File: config.mk
export PLATFORM = sky130hd
export DESIGN_NAME = clock_monitor
export DESIGN_NICKNAME = d
export VERILOG_FILES = /design/src/rtl/clock_monitor.sv
export SDC_FILE = /design/constraint.sdc
export NUM_CORES = 1
export LEC_CHECK = 0
export ABC_AREA = 0
export ABC_CLOCK_PERIOD_IN_PS = 2690
export CAP_MARGIN = 15
export CORE_MARGIN = 2
export CORE_UTILIZATION = 38
export CTS_CLUSTER_DIAMETER = 40
export DETAILED_ROUTE_END_ITERATION = 12
export PLACE_DENSITY = 0.66
export SYNTH_ARGS = -nofsm -noshare
export SYNTH_HDL_FRONTEND = slang
export SYNTH_SLANG_ARGS = --single-unit
File: constraint.sdc
create_clock -name clock -period 2.69 [get_ports clock]
set_input_delay 0.538 -clock clock [delete_from_list [all_inputs] [get_ports clock]]
set_output_delay 0.538 -clock clock [all_outputs]
set_load 0.01 [all_outputs]
File: src/rtl/clock_monitor.sv
// Measures half/full periods of an asynchronous monitored clock in system-clock cycles,
// tracks lock against an expected half period, and flags range and stuck errors.
module clock_monitor #(
  parameter int CNT_W    = 8,
  parameter int EXP_HALF = 10,
  parameter int TOL      = 1,
  parameter int LOCK_N   = 4,
  parameter int TIMEOUT  = 64
) (
  input  logic             clock,
  input  logic             reset,
  input  logic             mon_clk,
  input  logic             enable,
  input  logic             clr_err,
  output logic [CNT_W-1:0] half_cnt,
  output logic             half_valid,
  output logic [CNT_W:0]   period,
  output logic             period_valid,
  output logic             locked,
  output logic             err_range,
  output logic             err_stuck
);

  localparam logic [2:0] IDLE  = 3'd0;
  localparam logic [2:0] ACQ   = 3'd1;
  localparam logic [2:0] MEAS  = 3'd2;
  localparam logic [2:0] LOCK  = 3'd3;
  localparam logic [2:0] STUCK = 3'd4;

  localparam int              LC_W    = $clog2(LOCK_N + 1);
  localparam logic [LC_W-1:0] LC_MAX  = LC_W'(LOCK_N);
  localparam logic [CNT_W-1:0] RUN_MAX = '1;
  localparam logic [CNT_W-1:0] LO      = CNT_W'(EXP_HALF - TOL);
  localparam logic [CNT_W-1:0] HI      = CNT_W'(EXP_HALF + TOL);
  localparam logic [CNT_W-1:0] TO      = CNT_W'(TIMEOUT);

  // sync[0]=s1, sync[1]=s2, sync[2]=s3 history
  logic [2:0]       sync;
  logic [2:0]       st, st_n;
  logic [CNT_W-1:0] run, hi_len;
  logic [LC_W-1:0]  lc, lc_inc;
  logic             hi_ok;
  logic             tgl, rise, in_rng, meas, stuck_hit, set_r, set_s;

  assign tgl    = sync[1] ^ sync[2];
  assign rise   = sync[1] & ~sync[2];
  assign in_rng = (run >= LO) && (run <= HI);
  assign lc_inc = (lc == LC_MAX) ? lc : lc + LC_W'(1);
  assign set_r  = meas & ~in_rng;
  assign set_s  = stuck_hit;

  always_comb begin
    st_n      = st;
    meas      = 1'b0;
    stuck_hit = 1'b0;
    if (!enable) st_n = IDLE;
    else begin
      case (st)
        IDLE:       st_n = ACQ;
        ACQ, STUCK: if (tgl) st_n = MEAS;
        MEAS, LOCK: begin
          if (tgl) begin
            meas = 1'b1;
            if (!in_rng)              st_n = MEAS;
            else if (lc_inc == LC_MAX) st_n = LOCK;
          end else if (run == TO) begin
            // an edge on the timeout cycle is measured above, so it never lands here
            stuck_hit = 1'b1;
            st_n      = STUCK;
          end
        end
        default:    st_n = IDLE;
      endcase
    end
  end

  always_ff @(posedge clock or posedge reset) begin
    if (reset) begin
      sync         <= '0;
      st           <= IDLE;
      run          <= '0;
      lc           <= '0;
      hi_len       <= '0;
      hi_ok        <= 1'b0;
      half_cnt     <= '0;
      half_valid   <= 1'b0;
      period       <= '0;
      period_valid <= 1'b0;
      locked       <= 1'b0;
      err_range    <= 1'b0;
      err_stuck    <= 1'b0;
    end else begin
      sync         <= {sync[1:0], mon_clk};
      st           <= st_n;
      half_valid   <= 1'b0;
      period_valid <= 1'b0;
      err_range    <= set_r | (err_range & ~clr_err);
      err_stuck    <= set_s | (err_stuck & ~clr_err);

      if (!enable || st == IDLE) run <= '0;
      else if (tgl)              run <= CNT_W'(1);
      else if (run != RUN_MAX)   run <= run + CNT_W'(1);

      if (!enable || st == IDLE || stuck_hit || set_r) lc <= '0;
      else if (meas)                                   lc <= lc_inc;

      if (!enable || stuck_hit || set_r)           locked <= 1'b0;
      else if (meas && in_rng && lc_inc == LC_MAX) locked <= 1'b1;

      if (meas) begin
        half_cnt   <= run;
        half_valid <= 1'b1;
      end

      // a period is only reported once a full high half has been seen since (re)acquire
      if (!enable || st == IDLE || st == ACQ || st == STUCK || stuck_hit) hi_ok <= 1'b0;
      else if (meas && !rise) begin
        hi_len <= run;
        hi_ok  <= 1'b1;
      end else if (meas && rise && hi_ok) begin
        period       <= {1'b0, hi_len} + {1'b0, run};
        period_valid <= 1'b1;
      end
    end
  end

endmodule

==> results.md <==
- Number of global-route vias before repair: 1846
- Post-CTS Repair Setup Buffers: 0
- FMAX: roughly 450 MHz
- Detailed Place HPWL: ~3600 µm
- Global-route wire length before repair: about 8900 µm
- Leakage power: 1.32 nW
- CP max FO: 17
- NumNets Final: 303
- Post-layout instance area: 0.00293 mm²
- DR WL/cell: 13.6 µm
- Critical path class: flop to flop
- Worst Hold Class: flop to flop
- Die X: 84.9 µm
- CP Depth: 9
- Clock skew: 0.00788 ns
- Peak VDD IR: 0.241 mV
- CP Data Arrival Time: approximately 2.4 ns
- Post-synth EDFFs: 0
- Worst Path Required: 2.90 ns
- Clock sinks: 48
- Top delay family on crit path: simple AND/OR/NAND/NOR gates
- Share of layout cells above drive strength 1: 0.102
- Pwr dens: 541 mW/mm²
- PortBufs: 26
- DR vias/cell: between 5 and 6
- Clock buffer depth: 2
- Cells along the critical path: ha_1, nor3b_1, nand2_1, inv_2, nand4_1, buf_4, inv_2, nor2_1, a211oi_1
- Post-synth net total: roughly 270
- Hold Fails Final Rpt: 0
- Critical path endpoint category: flop
- # fillers: 604
- Worst-path clk slew: 0.09 ns
- Most Frequent Cell on Critical Path: inv_2
- CTS root buffer: clkbuf_8
- Unrepaired setup endpoints after global routing: false
- CTS Buf Count: 5
- Worst skew pair latency: 0.30 ns
- CP bufs+invs: 3
- Mapped Cells: 254
- Pins Over Slew Limit: 0
- Sequential share of the synthesized area: 0.482
- Htree depth: 2
- Synth Register Bits: 48
- DR vias: 1896
- Dpl cell area: between 0.002 and 0.003 mm²
- Antenna violations before repair: 0
- Sum Neg Setup Slack: 0 ns
- Synthesized cell area: between 0.002 and 0.0025 mm²
- Final core utilization: 0.462
- First drt pass iteration count: 4
- Initial drt markers: 144
- Die ar.: 0.00722 mm²
- Gpl congestion: approximately 0.84
- Post-route ant nets: 0
- Total track usage: 0.151
- Area Overhead vs Synth: 17.7%
- Crit path launch type: flop
- Cts hold-fix bufs: 0
- Status: completed
- PostCTS Resize Cnt: 0
- Post-layout power: 1.59 mW
- Hold path cells: 0
- YS warnings: 0
- Final setup viols: 0
- CTS tree: yes
- Yosys cell types: 49
- Initial Util: 0.392
- WL final: 4920 µm
- Asr flop ratio synth: 1.00
- Core Rows: 29
- Post-Layout Cell Count: approximately 360
- Max-Cap Viols: 0
- Prevailing post-synth register cell: dfrtp_1
- Worst R2R Path Depth: 9
- Number of remaining DRC errors: 0
- Measured slew at the worst slew-check pin: 1.00 ns
- DIE HEIGHT: roughly 85 µm
- Final worst path period share: 0.825
- Fin crit period: 2.22 ns
- Slowest CP cell: ha_1
- Largest net degree at the start of global routing: 25
- Max incr delay on CP: 0.42 ns
- IO Pins: 27
- Ant. Diodes: 0
- Total grt overflow: 0
- Syn Area/Cell: 9.80 µm²
- Core Footprint: about 0.0063 mm²
- Dpl cells: around 350
- Worst slew margin: 0.322
-- cells in the mapped netlist (all sizes together) (2+ instances only) --
master   n  share of area
nand3b   3         0.0090
a21o     4          0.012
nor2b    4          0.010
mux2     7          0.032
nand4    4          0.010
inv     15          0.023
buf      2         0.0090
o31ai    2         0.0060
nor3     9          0.020
nand2   46          0.069
o21bai   2         0.0060
nand2b   4          0.010
a211oi   4          0.012
a21oi   11          0.022
xor2     4          0.014
clkbuf   8          0.012
a31oi    2         0.0050
o31a     2         0.0070
o211ai   2         0.0060
nand3    9          0.018
ha      14          0.070
nor2     9          0.014
o21ai   11          0.022
o21a     3         0.0090
mux2i    3          0.012
or2      2         0.0050
o311ai   2          0.010
dfrtp   48           0.48
nor4     2         0.0050
-- layer usage --
| layer | track usage | vias to the layer above | part of all wire |
|---|---|---|---|
| li1 | - | 946 | - |
| met4 | 0.0491 | 0 | 0.014 |
| met3 | 0.0243 | 5 | 0.030 |
| met1 | 0.218 | 903 | 0.50 |
| met5 | 0 | - | 0 |
| met2 | 0.231 | 42 | 0.46 |
-- power breakdown --
group          switching, mW  internal (mW)
registers             0.0611          0.774
logic                  0.172          0.136
clock network          0.258          0.184
-- metrics by stage --
stage,hold slack [ns],worst slack (ns)
floorplan,0.331,0.531
global route,0.374,0.251
finish,0.359,0.470
detailed placement,0.339,0.312
CTS,0.362,0.459
global placement,0.335,0.374
-- sequential cells by signal (all words and copies together) (netlist names), 3 cells and up --
name / flops
hi_len: 8
lc: 3
period: 9
run: 8
st: 3
sync: 3
half_cnt: 8
-- final timing paths --
path	startpoint	to	slack (ns)
min in group asynchronous	reset	hi_ok	0.58
min reg2reg	sync[0]	sync[1]	0.36
max in group asynchronous	reset	half_cnt[3]	1.52
max reg2reg	sync[1]	period[8]	0.47
min	sync[0]	sync[1]	0.36
max	sync[1]	period[8]	0.47
-- logic make-up after synthesis --
logic type / Yosys count / share of synthesized area
AND/OR/NAND/NOR: 100 / 0.196
AO/OA/AOI/OAI: 51 / 0.138
flip-flops: 48 / 0.482
buffers and inverters: 25 / 0.0437
adder cells (fa/ha/maj): 15 / 0.0784
multiplexers: 10 / 0.0437
XOR/XNOR: 5 / 0.0176
-- cell type report --
cell class	instances	area, µm²	area share
repair buffers	32	305	0.104
clock buffers	5	68.8	0.0235
well taps	77	96.3	0.0329
multi-input cells	181	1180	0.402
inverters	15	56.3	0.0192
flip-flops and latches	48	1200	0.410
clock inverters	3	23.8	0.00811
-- layout by cell type, fill, tap and decap left out, types with 3 or more instances in the layout --
master / instances
nand4_1: 4
mux2i_1: 3
ha_1: 14
inv_1: 12
o21ai_0: 8
o21a_1: 3
nor2_1: 9
a21oi_1: 11
inv_2: 3
nand2b_1: 4
mux2_2: 7
a211oi_1: 4
clkbuf_8: 5
nand3_1: 9
a21o_1: 4
o21ai_1: 3
nand2_1: 46
nand3b_1: 3
dfrtp_1: 48
xor2_1: 4
clkdlybuf4s50_1: 26
nor3_1: 8
buf_4: 6
nor2b_1: 4
-- worst register-to-register path: stages, from the launching register on --
cell	delay, ns
dfrtp_1	0.40
ha_1	0.42
nor3b_1	0.30
nand2_1	0.13
inv_2	0.20
nand4_1	0.12
buf_4	0.20
inv_2	0.11
nor2_1	0.05
a211oi_1	0.20
(Power assumes the default switching activity.)
